--- src/rtl/noc_pkg.sv ---
`default_nettype none
// ============================================================================
//  Module   : noc_pkg
//  Purpose  : Shared definitions for the NoC network-interface injection path:
//             flit type codes, default payload width / packet length and the
//             injection-enable state encoding.
//  Revision : 1.0  initial release
// ============================================================================
package noc_pkg;

    localparam int c_FLIT_W  = 20;
    localparam int c_PKT_MAX = 30;

    // Flit type codes carried in the two MSBs of every flit.
    // Bit 0 set marks the last flit of a packet (TAIL or SINGLE).
    localparam logic [1:0] c_HEAD   = 2'b10;
    localparam logic [1:0] c_BODY   = 2'b00;
    localparam logic [1:0] c_TAIL   = 2'b01;
    localparam logic [1:0] c_SINGLE = 2'b11;

    typedef enum logic [1:0] {
        ST_IDLE  = 2'd0,
        ST_WAIT  = 2'd1,
        ST_ARMED = 2'd2
    } inj_state_t;

    function automatic logic is_last(input logic [1:0] ftype);
        return ftype[0];
    endfunction

endpackage
`default_nettype wire

--- src/rtl/ni_sync_fifo.sv ---
`default_nettype none
// ============================================================================
//  Module   : ni_sync_fifo
//  Purpose  : Single-clock first-word-fall-through FIFO with occupancy count.
//             A push into a full FIFO is still accepted when a pop happens in
//             the same cycle.
//  Ports    : clk, rst        - clock, synchronous active-high reset
//             i_push, i_data  - write request and data
//             i_pop           - read request (ignored while empty)
//             o_data          - head entry (zero while empty)
//             o_empty         - no entries held
//             o_count         - number of entries held (0..DEPTH)
//             o_push_ok       - the current push request is accepted
//  Revision : 1.0  initial release
// ============================================================================
module ni_sync_fifo #(
    parameter int WIDTH = 22,
    parameter int DEPTH = 32
) (
    input  logic                     clk,
    input  logic                     rst,
    input  logic                     i_push,
    input  logic [WIDTH-1:0]         i_data,
    input  logic                     i_pop,
    output logic [WIDTH-1:0]         o_data,
    output logic                     o_empty,
    output logic [$clog2(DEPTH):0]   o_count,
    output logic                     o_push_ok
);

    localparam int AW = $clog2(DEPTH);

    logic [WIDTH-1:0] r_mem [DEPTH];
    logic [AW-1:0]    r_wr_ptr;
    logic [AW-1:0]    r_rd_ptr;
    logic [AW:0]      r_count;

    logic w_empty;
    logic w_full;
    logic w_pop;
    logic w_push;

    assign w_empty = (r_count == '0);
    assign w_full  = (r_count == (AW+1)'(DEPTH));
    assign w_pop   = i_pop && !w_empty;
    // A pop in the same cycle frees the slot the push needs.
    assign w_push  = i_push && (!w_full || w_pop);

    always_ff @(posedge clk) begin
        if (w_push) begin
            r_mem[r_wr_ptr] <= i_data;
        end
    end

    // Pointers are AW bits wide, so the increment wraps modulo DEPTH.
    always_ff @(posedge clk) begin
        if (rst) begin
            r_wr_ptr <= '0;
            r_rd_ptr <= '0;
            r_count  <= '0;
        end else begin
            if (w_push) r_wr_ptr <= r_wr_ptr + 1'b1;
            if (w_pop)  r_rd_ptr <= r_rd_ptr + 1'b1;
            case ({w_push, w_pop})
                2'b10:   r_count <= r_count + 1'b1;
                2'b01:   r_count <= r_count - 1'b1;
                default: r_count <= r_count;
            endcase
        end
    end

    assign o_data    = w_empty ? '0 : r_mem[r_rd_ptr];
    assign o_empty   = w_empty;
    assign o_count   = r_count;
    assign o_push_ok = w_push;

endmodule
`default_nettype wire

--- src/rtl/ni_inject_fifo.sv ---
`default_nettype none
// ============================================================================
//  Module   : ni_inject_fifo
//  Purpose  : NI injection stage. Frames the raw upstream word stream into
//             packets (HEAD/BODY/TAIL/SINGLE), buffers flits in a FWFT FIFO
//             toward the router local port and generates the upstream buffer
//             enable only when a whole packet fits.
//  Ports    : clk, RST             - clock, synchronous active-high reset
//             start                - request injection of one packet
//             inj_enable           - upstream buffer enable
//             in_data, in_valid    - upstream word stream (no backpressure)
//             out_flit, out_valid  - {type, payload} toward router
//             out_ready            - router accepts out_flit
//             pkt_count            - packets fully popped (wraps)
//             overflow             - sticky flit-drop flag
//  Revision : 1.0  initial release
// ============================================================================
module ni_inject_fifo
    import noc_pkg::*;
#(
    parameter int DEPTH   = 32,
    parameter int FLIT_W  = c_FLIT_W,
    parameter int PKT_MAX = c_PKT_MAX
) (
    input  logic              clk,
    input  logic              RST,
    input  logic              start,
    output logic              inj_enable,
    input  logic [FLIT_W-1:0] in_data,
    input  logic              in_valid,
    output logic [FLIT_W+1:0] out_flit,
    output logic              out_valid,
    input  logic              out_ready,
    output logic [7:0]        pkt_count,
    output logic              overflow
);

    localparam int AW = $clog2(DEPTH);

    // Framing register
    logic [FLIT_W-1:0] r_hold;
    logic              r_hold_v;
    logic              r_first;

    logic              w_push;
    logic              w_last_push;
    logic [1:0]        w_type;
    logic              w_pop;
    logic              w_empty;
    logic              w_push_ok;
    logic [AW:0]       w_count;
    logic [AW:0]       w_free;
    logic              w_space_ok;

    inj_state_t        r_state;
    logic              r_inj_enable;
    logic [7:0]        r_pkt_count;
    logic              r_overflow;

    // The held word is emitted whenever it is valid; whether the next word
    // follows immediately decides if the packet continues or closes.
    assign w_push      = r_hold_v;
    assign w_last_push = r_hold_v && !in_valid;
    assign w_type      = in_valid ? (r_first ? c_HEAD   : c_BODY)
                                  : (r_first ? c_SINGLE : c_TAIL);

    always_ff @(posedge clk) begin
        if (RST) begin
            r_hold   <= '0;
            r_hold_v <= 1'b0;
            r_first  <= 1'b1;
        end else if (in_valid) begin
            r_hold   <= in_data;
            r_hold_v <= 1'b1;
            if (r_hold_v) r_first <= 1'b0;
        end else if (r_hold_v) begin
            r_hold_v <= 1'b0;
            r_first  <= 1'b1;
        end
    end

    assign w_pop = !w_empty && out_ready;

    ni_sync_fifo #(
        .WIDTH (FLIT_W + 2),
        .DEPTH (DEPTH)
    ) u_fifo (
        .clk       (clk),
        .rst       (RST),
        .i_push    (w_push),
        .i_data    ({w_type, r_hold}),
        .i_pop     (w_pop),
        .o_data    (out_flit),
        .o_empty   (w_empty),
        .o_count   (w_count),
        .o_push_ok (w_push_ok)
    );

    assign w_free     = (AW+1)'(DEPTH) - w_count;
    assign w_space_ok = (w_free >= (AW+1)'(PKT_MAX + 1));

    // Enable FSM; inj_enable is registered alongside the state so it is high
    // exactly while ARMED.
    always_ff @(posedge clk) begin
        if (RST) begin
            r_state      <= ST_IDLE;
            r_inj_enable <= 1'b0;
        end else begin
            case (r_state)
                ST_IDLE: begin
                    if (start) begin
                        if (w_space_ok) begin
                            r_state      <= ST_ARMED;
                            r_inj_enable <= 1'b1;
                        end else begin
                            r_state      <= ST_WAIT;
                        end
                    end
                end
                ST_WAIT: begin
                    if (w_space_ok) begin
                        r_state      <= ST_ARMED;
                        r_inj_enable <= 1'b1;
                    end
                end
                ST_ARMED: begin
                    if (w_last_push) begin
                        r_state      <= ST_IDLE;
                        r_inj_enable <= 1'b0;
                    end
                end
                default: begin
                    r_state      <= ST_IDLE;
                    r_inj_enable <= 1'b0;
                end
            endcase
        end
    end

    always_ff @(posedge clk) begin
        if (RST) begin
            r_pkt_count <= '0;
            r_overflow  <= 1'b0;
        end else begin
            if (w_pop && is_last(out_flit[FLIT_W+1:FLIT_W])) begin
                r_pkt_count <= r_pkt_count + 1'b1;
            end
            if (w_push && !w_push_ok) begin
                r_overflow <= 1'b1;
            end
        end
    end

    assign inj_enable = r_inj_enable;
    assign out_valid  = !w_empty;
    assign pkt_count  = r_pkt_count;
    assign overflow   = r_overflow;

endmodule
`default_nettype wire

--- config.mk ---
export PLATFORM = sky130hd
export DESIGN_NAME = ni_inject_fifo
export DESIGN_NICKNAME = d
export VERILOG_FILES = /design/src/rtl/noc_pkg.sv /design/src/rtl/ni_sync_fifo.sv /design/src/rtl/ni_inject_fifo.sv
export SDC_FILE = /design/constraint.sdc
export NUM_CORES = 1
export LEC_CHECK = 0
export CORE_MARGIN = 4
export CORE_UTILIZATION = 65
export CTS_CLUSTER_DIAMETER = 30
export CTS_CLUSTER_SIZE = 10
export DETAILED_ROUTE_END_ITERATION = 10
export GPL_TIMING_DRIVEN = 0
export MAX_ROUTING_LAYER = met4
export PLACE_DENSITY = 0.91
export SYNTH_ARGS = -nofsm -noshare
export SYNTH_HDL_FRONTEND = slang
export SYNTH_SLANG_ARGS = --single-unit
--- constraint.sdc ---
create_clock -name clk -period 8.1 [get_ports clk]
set_clock_uncertainty 0.2 [all_clocks]
set_input_delay 0.81 -clock clk [delete_from_list [all_inputs] [get_ports clk]]
set_output_delay 0.81 -clock clk [all_outputs]
set_load 0.005 [all_outputs]
==> results of run 1 <==
[synthesized netlist by cell type (6+ instances only)]
master,count,share of area (%)
edfxtp_1,704,72
mux4_2,210,16
nor2_1,106,1.4
mux2i_1,59,2.0
dfxtp_1,55,3.8
buf_2,34,0.58
clkbuf_1,25,0.32
nand2_1,22,0.28
a21oi_1,16,0.27
ha_1,10,0.43
inv_1,9,0.12
xor2_1,8,0.24
buf_1,7,0.090
o21ai_0,7,0.12
xnor2_1,6,0.18
[cell usage in the layout, fill, tap and decap left out, types with 6 or more instances in the layout]
master	n
a21oi_1	16
buf_2	34
clkinv_2	18
clkbuf_16	128
edfxtp_1	704
nor2_2	14
ha_1	10
nor2_1	74
clkinv_4	14
inv_1	9
dfxtp_1	55
xnor2_1	6
clkbuf_1	45
mux2i_1	59
clkdlybuf4s50_1	55
buf_1	7
buf_8	10
mux4_2	210
bufinv_16	12
o21ai_0	7
xor2_1	8
clkinvlp_4	14
clkinv_1	7
nand2_1	22
nor2_4	18
[stage by stage]
step                cells  instance area, µm²
CTS                  2219               35000
detailed placement   1998               30920
global route         2220               35000
floorplan            1337               29190
global placement     1984               30490
finish               2220               35000
[layout make-up]
| type | instances | share of cell area, % |
|---|---|---|
| Clock inverter | 69 | 2.134 |
| Clock buffer | 152 | 9.524 |
| Inverter | 9 | 0.09653 |
| Tap cell | 592 | 2.116 |
| Buffer | 71 | 1.019 |
| Antenna cell | 1 | 0.007150 |
| Sequential cell | 759 | 63.55 |
| Multi-Input combinational cell | 498 | 19.24 |
| Timing Repair Buffer | 69 | 2.317 |
[registers in the layout (all words and copies together), names as in the netlist, named ones only]
name / count
r_first: 1
r_hold: 20
u_fifo.r_wr_ptr: 5
u_fifo.r_mem: 704
u_fifo.r_rd_ptr: 5
u_fifo.o_count: 6
pkt_count: 8
inj_enable: 1
r_hold_v: 1
overflow: 1
r_state: 2
[power groups by stage]
| stage | clock (µW) | sequential [µW] | combinational, µW |
|---|---|---|---|
| detailed placement | 0 | 4520 | 1780 |
| CTS | 5230 | 4450 | 1870 |
| global route | 5430 | 4450 | 1970 |
| global placement | 0 | 4500 | 1680 |
| floorplan | 0 | 4480 | 1110 |
| finish | 5260 | 4450 | 1900 |
[cells by family (layout without fill, tap and decap cells)]
family / Yosys count / in the layout / share of synthesized area [%]
buf+inv: 80 / 370 / 1.337
other cells: 0 / 1 / 0
mux: 271 / 271 / 18.30
simple gates: 159 / 159 / 2.319
xor+xnor: 14 / 14 / 0.4200
compound gates: 43 / 43 / 0.9429
fa+ha+maj: 11 / 11 / 0.4972
flops: 759 / 759 / 76.18
[final timing paths]
| check | from | endpoint |
|---|---|---|
| setup / recovery | flip-flop | out_flit[21] |
| hold / removal | r_state[1] | r_state[0] |
| setup reg to reg | u_fifo.o_count[1] | u_fifo.o_count[5] |
| hold reg to reg | r_state[1] | r_state[0] |
[layer usage]
metal | share of wire [%] | track usage [%] | vias up
met2 | 50 | 62.69 | 1755
met5 | 0 | - | -
met3 | 11 | 8.867 | 415
met4 | 7.3 | 21.25 | 0
met1 | 32 | 48.29 | 8437
li1 | - | - | 5959
[worst max-delay path: stages (launching register included)]
cell and delay, ps:
dfxtp_1 380, buf_2 320, buf_2 320, buf_2 520, mux4_2 630, mux4_2 500, mux2i_1 400, nor2_1 100
clkdlybuf4s50_1 480
==> results.json, run 1 <==
{
  "status": "completed",
  "yosysUniqueCellTypes": 45,
  "pwr-share-clk_pct": 45.3,
  "hp-class": "reg2reg",
  "cts_tree": "done",
  "hold_violations": 0,
  "dr.pass1.iters": 7,
  "yosysSeqAreaShare_pct": 76.18,
  "portBuffers": 55,
  "setup_ws_ps": 2751,
  "top_level_ports": 58,
  "antenna_found_initial": 1,
  "r2r_slack_ps": 4210,
  "routed_wl_mm": 89.64,
  "tns_ps": 0,
  "cp_max_fo": 10,
  "timing.hold.ws_ps": 263.2,
  "finalPower_uw": 11610,
  "postLayoutCoreUtil_pct": 78.97,
  "maxCapViolations": 0,
  "insertion_delay_ps": 670,
  "max_freq_mhz": 186.9,
  "setup_viol_count_final": 0,
  "syn_area_mm2": 0.02919,
  "async_flop_share_pct": 0,
  "postCtsSetupBuffers": 0,
  "power_frac_comb_pct": 16.4,
  "htree_levels": 3,
  "tightest_slew_ps": 1384,
  "leakage_uw": 0.01114,
  "clock-sinks": 759,
  "place_ws_ps": 3734,
  "powerDensity_mw_per_mm2": 331.8,
  "gp_congestion": 0.8906,
  "pwr-share-seq_pct": 38.3,
  "die_h_um": 219.9,
  "p_sw_uw": 3092,
  "yosysWarnings": 0,
  "viasPerCell": 7.462,
  "multi_input_area_mm2": 0.006733,
  "slew-limit-headroom_pct": 7.606,
  "postSynthAreaPerCell_um2": 21.84,
  "die_w_um": 219.9,
  "worst_hold_path.num_cells": 1,
  "nFillCells": 1972,
  "syn2layout_area_growth_pct": 19.88,
  "core_area_mm2": 0.04432,
  "cts_made_buffers": 120,
  "finish.net_count": 1564,
  "num_rows": 77,
  "criticalPathCategory": "reg2out",
  "end_kind": "primary output",
  "track_usage_pct": 39.53,
  "fp.dieArea_mm2": 0.04837,
  "layout-drive-gt1-share_pct": 30.55,
  "ys.flop_type": "edfxtp_1",
  "ys_ff_latch": 759,
  "grt_pass1_vias": 17001,
  "synth_edf_count": 704,
  "drtAntennaViolNets": 0,
  "clockBufferDepth": 3,
  "ir_drop_uv": 261.6,
  "path_clk_slew_ps": 50,
  "critical_path_arrival_ps": 4340,
  "clock-root-buffer": "clkbuf_16",
  "routedWlPerCell_um": 40.38,
  "worstPathRequired_ps": 7090,
  "slew_viol_final": 0,
  "initial_core_util_pct": 65.88,
  "period_minus_slack_ps": 5349,
  "drcViolationCount": 0,
  "dr.first_iter.drc_count": 3226,
  "ff_latch_area_mm2": 0.02224,
  "cts_resized": 0,
  "internal-power_uw": 8520,
  "overflow": 0,
  "rsz0062_at_grt": "false",
  "ff2ff_path_depth": 14,
  "synth_nets": 1373,
  "grt_max_degree": 34,
  "hpwlAfterDp_mm": 44.28,
  "postCtsHoldBufs": 0,
  "num_vias": 16566,
  "switching_share_pct": 26.63,
  "worstSetupStartpointType": "flip-flop",
  "period_share_pct": 66.04,
  "synth_cells": 1337,
  "grt_first_pass_wirelength_mm": 127.2
}
Power figures use the tool's default switching activity.
==> run 2: changes to the inputs <==
CORE_UTILIZATION = 62   (was 65)
PLACE_DENSITY = 0.87   (was 0.91)
clock period = 5.3 ns   (was 8.1 ns; I/O delays follow)
==> results.json, run 2 (same netlist as run 1, synthesis figures left out) <==
{
  "gp_congestion": 0.9198,
  "reg2reg_to": "u_fifo.o_count[5]",
  "insertion_delay_ps": 670,
  "hp-class": "in2reg",
  "grt_max_degree": 34,
  "final_cells": 2223,
  "initial_core_util_pct": 62.71,
  "placed_cells": 2011,
  "cp_cell_sequence": "buf_2 > buf_2 > buf_2 > mux4_2 > mux4_2 > mux2i_1 > nor2_1 > clkdlybuf4s50_1",
  "p_sw_uw": 4485,
  "htree_levels": 3,
  "overflow": 0,
  "powerDensity_mw_per_mm2": 496.2,
  "ir_drop_uv": 486.2,
  "slew_viol_final": 0,
  "top_level_ports": 58,
  "die_h_um": 225.0,
  "holdPathEnd": "r_first",
  "hpwlAfterDp_mm": 41.61,
  "layout_commonest_cell": "edfxtp_1",
  "criticalPathCategory": "reg2out",
  "regMostFlops": "u_fifo.r_mem",
  "antenna_found_initial": 2,
  "setup_viol_count_final": 0,
  "routedWlPerCell_um": 36.65,
  "worst_hold_path.num_cells": 2,
  "pwr-share-seq_pct": 39.4,
  "finalPower_uw": 17230,
  "leakage_uw": 0.01102,
  "drtAntennaViolNets": 0,
  "end_kind": "primary output",
  "final_cell_mix": "edfxtp_1, mux4_2, clkbuf_16, nor2_1, mux2i_1",
  "dr.pass1.iters": 5,
  "largest_register_ffs": 704,
  "critical_path_arrival_ps": 4300,
  "fp.dieArea_mm2": 0.05062,
  "finalInstanceArea_mm2": 0.03473,
  "internal-power_uw": 12750,
  "nFillCells": 2303,
  "grt_busiest_layer": "met2",
  "max_stage_delay_ps": 660,
  "finish.net_count": 1555,
  "max_freq_mhz": 198.7,
  "tightest_slew_ps": 1369,
  "timing.hold.ws_ps": 40.96,
  "postCtsSetupBuffers": 0,
  "use_met1_pct": 41.82,
  "layout-drive-gt1-share_pct": 29.86,
  "track_usage_pct": 34.02,
  "num_vias": 15728,
  "period_share_pct": 94.94,
  "switching_share_pct": 26.03,
  "cp_common_cell": "buf_2",
  "syn2layout_area_growth_pct": 18.95,
  "grt_first_pass_wirelength_mm": 117.4,
  "postCtsHoldBufs": 0,
  "power_frac_comb_pct": 16.7,
  "placed_cell_area_mm2": 0.03090,
  "status": "completed",
  "hold_start": "RST",
  "num_rows": 79,
  "crit_buf_inv": 4,
  "ff2ff_path_depth": 13,
  "worstSetupStartpointType": "flip-flop",
  "clockBufferDepth": 3,
  "dr.first_iter.drc_count": 2511,
  "pwr-share-clk_pct": 43.9,
  "clock-sinks": 759,
  "cts_resized": 0,
  "rsz0062_at_grt": "false",
  "viasPerCell": 7.075,
  "cp_max_fo": 10,
  "hold_violations": 0,
  "cp_top_family": "multiplexers",
  "core_area_mm2": 0.04656,
  "grt_pass1_vias": 16466,
  "portBuffers": 55,
  "die_w_um": 225.0,
  "slew-limit-headroom_pct": 8.596,
  "r2r_slack_ps": 1360,
  "period_minus_slack_ps": 5032,
  "routed_wl_mm": 81.48,
  "maxCapViolations": 0,
  "clock-root-buffer": "clkbuf_16",
  "use_met2_pct": 55.19,
  "timing.rr.start": "u_fifo.o_count[1]",
  "slowest_stage": "mux4_2",
  "drcViolationCount": 0,
  "grt_use_met3_pct": 7.920,
  "path_clk_slew_ps": 50,
  "cts_made_buffers": 113,
  "tns_ps": 0,
  "worstPathRequired_ps": 4570,
  "cts_tree": "done"
}
[run 2: cell count changes in the layout (fill, tap and decap cells not counted), sizes merged]
cell,delta
clkbuf,-17
clkinvlp,-2
bufinv,+3
buf,-2
diode,+1
inv,+4
clkinv,+1
[run 2: area by class of cell]
cell class,instances,area (µm²),share of cell area (%)
tap,607,759.5,2.187
clock inverter,75,817.0,2.353
clock buffer,135,3002,8.644
multi-input combinational,498,6743,19.42
inverter,9,33.78,0.09728
timing repair buffer,67,768.2,2.212
antenna,2,5.005,0.01441
buffer,71,356.6,1.027
sequential,759,22240,64.05
[run 2: worst max path at each step]
| stage | cells past startpoint | slack [ps] | start | endpoint |
|---|---|---|---|---|
| CTS | 8 | 320 | flip-flop | out_flit[21] |
| finish | 8 | 270 | flip-flop | out_flit[21] |
| global placement | 5 | 750 | out_ready | u_fifo.r_mem[31][9] |
| global route | 8 | 150 | flip-flop | out_flit[19] |
| floorplan | 7 | 2460 | flip-flop | out_flit[0] |
| detailed placement | 8 | 1190 | flip-flop | out_flit[14] |
[run 2: stage by stage]
step | util (%) | setup slack, ps
2_1_floorplan | - | 2464
3_3_place_gp | 65.52 | 747.9
3_5_place_dp | 66.38 | 1191
4_1_cts | 74.58 | 323.3
5_1_grt | 74.59 | 150.0
6_report | 74.59 | 268.1
[run 2: per-layer routing]
layer  up-vias  part of all wire, %
li1       5929                    -
met1      8144                   33
met2      1417                   51
met3       238                   11
met4         0                  4.9
met5         -                    0
[run 2: power by group through the flow]
stage	combinational, µW	clock (µW)	sequential [µW]
global route	3000	7870	6800
CTS	2850	7540	6790
detailed placement	2710	0	6900
global placement	2580	0	6880
floorplan	1700	0	6840
finish	2880	7560	6800
==> RTL edit (flow settings as in run 2) <==
The 3 states of `inj_state_t` get a one-hot encoding in 3 bits.
--- a/src/rtl/noc_pkg.sv
+++ b/src/rtl/noc_pkg.sv
@@ -19,8 +19,8 @@
     localparam logic [1:0] c_SINGLE = 2'b11;
 
-    typedef enum logic [1:0] {
-        ST_IDLE  = 2'd0,
-        ST_WAIT  = 2'd1,
-        ST_ARMED = 2'd2
+    typedef enum logic [2:0] {
+        ST_IDLE  = 3'b001,
+        ST_WAIT  = 3'b010,
+        ST_ARMED = 3'b100
     } inj_state_t;
 
Function: same outputs for any inputs over 4 cycles, from zero or initial values and one cycle with RST high; so few cycles prove little.
==> RTL edit against run 2 <==
Routed wire length shrank 0.94%. Worst hold slack gained 0.049 ns. Sequential cell count is 1 higher. Total power up 0.57%. Combinational power shrank 3%. Setup slack worse by 0.077 ns. Largest power group unchanged. Via count increased by 0.22%. Critical endpoint is now out_flit[14]. Global-route usage shrank 0.67 points. Cell area up 1.0%. Area after synthesis is 0.62% higher.
==> RTL edit: results (changes against run 2) <==
status finished, final reports clean (unchanged); DP Area 31100 um2 (was 30900 um2); Synth Area in XOR/XNOR 0.00507 (was 0.00420); slew at the pin with the worst max-slew slack 1.42 ns (was 1.37 ns); Max stage delay on crit path 0.54 ns (was 0.66 ns); Initial DRC Count 2357 (was 2511); TritonCTS Buffers 115 (was 113); FFs w/ async S/R, synth 0 (unchanged); vias in the first global route 16428 (was 16466); Largest register FFs 704 (unchanged); post-DR vias/cell 7.05 (was 7.08); dominant cells by area after synthesis edfxtp_1 (72%), mux4_2 (16%), dfxtp_1 (3.8%), mux2i_1 (2.1%), nor2_1 (1.4%) (was edfxtp_1 (72%), mux4_2 (16%), dfxtp_1 (3.8%), mux2i_1 (2.0%), nor2_1 (1.4%)); drt first pass iters 7 (was 5); largest net degree at the start of global routing 34 (unchanged); Critical Path Slowest Stage Cell mux4_2 (unchanged); HP Class in -> reg (unchanged); total global-route track usage 0.334 (was 0.340); mux share of post-synthesis cell area 0.183 (about the same); EDFF count, synth 704 (unchanged); Routed WL 80700 um (was 81500 um); Synth top cells by count edfxtp_1 (704), mux4_2 (210), nor2_1 (106), mux2i_1 (61), dfxtp_1 (56) (was edfxtp_1 (704), mux4_2 (210), nor2_1 (106), mux2i_1 (59), dfxtp_1 (55)); CP arrival 4.38 ns (was 4.30 ns); fin nets 1564 (was 1555); post-synthesis adder-cell area fraction 0.00494 (was 0.00497); r2r setup slk 2.01 ns (was 1.36 ns); sequential share of the synthesized area 0.758 (was 0.762); Worst VDD drop 0.365 mV (was 0.486 mV); first-pass GRT wire length 115000 um (was 117000 um); Max FO, Critical Path 10 (unchanged); Leak 11.2 nW (was 11.0 nW); compound-cell area share of the yosys netlist 0.00741 (was 0.00943); RD Place Congestion 0.916 (was 0.920); syn nets 1380 (was 1373); Layout fillers 2307 (was 2303); post-route setup slack 0.191 ns (was 0.268 ns); dpl ws 1.08 ns (was 1.19 ns); Detailed Place HPWL 42300 um (was 41600 um); share of layout cells above drive strength 1 0.302 (was 0.299)
[RTL edit: area by class of cell]
class / count / area share
Sequential cell: 760 / 0.635
Timing Repair Buffer: 67 / 0.0219
Multi-Input combinational cell: 505 / 0.196
Buffer: 69 / 0.0113
Antenna cell: 1 / 0.0000713
Clock inverter: 73 / 0.0247
Inverter: 10 / 0.00107
Clock buffer: 144 / 0.0892
Tap cell: 607 / 0.0216
[RTL edit: power by group]
part	leakage (nW)	switching (mW)	internal [mW]	total, mW
clock network	1.91	2.83	4.93	7.76
registers	6.85	0.145	6.65	6.79
logic	2.40	1.48	1.31	2.78
[RTL edit: worst max-delay path: cells and delay by family, from the launching register on]
kind,cells,cell delay [ns]
buffers and inverters,5,1.87
flip-flops,1,0.31
multiplexers,3,1.41
AND/OR/NAND/NOR,1,0.11
[RTL edit: cell families after synthesis]
family	after synthesis
compound gates	32
xor+xnor	17
fa+ha+maj	11
buf+inv	79
flops	760
mux	274
simple gates	171
[RTL edit: through the flow]
stage                util  std cells  hold WS [ns]
floorplan               -       1344         0.260
global placement    0.658       2006         0.279
detailed placement  0.666       2018         0.288
CTS                 0.752       2235        0.0644
global route        0.752       2236        0.0850
finish              0.752       2236        0.0900
[RTL edit: final timing paths]
check,from,depth (start not counted),to
setup reg to reg,u_fifo.o_count[1],11,u_fifo.o_count[5]
hold reg to reg,inj_enable,2,inj_enable
hold / removal,in_valid,3,r_hold[19]
setup / recovery,register,9,out_flit[14]
[RTL edit: per-layer routing]
| metal | global-route usage | share of wire | vias to the layer above | wire, um |
|---|---|---|---|---|
| met5 | - | 0 | - | 0 |
| met3 | 0.0920 | 0.12 | 279 | 9470 |
| met2 | 0.541 | 0.51 | 1394 | 40900 |
| li1 | - | - | 5958 | - |
| met4 | 0.142 | 0.051 | 0 | 4130 |
| met1 | 0.401 | 0.33 | 8131 | 26200 |
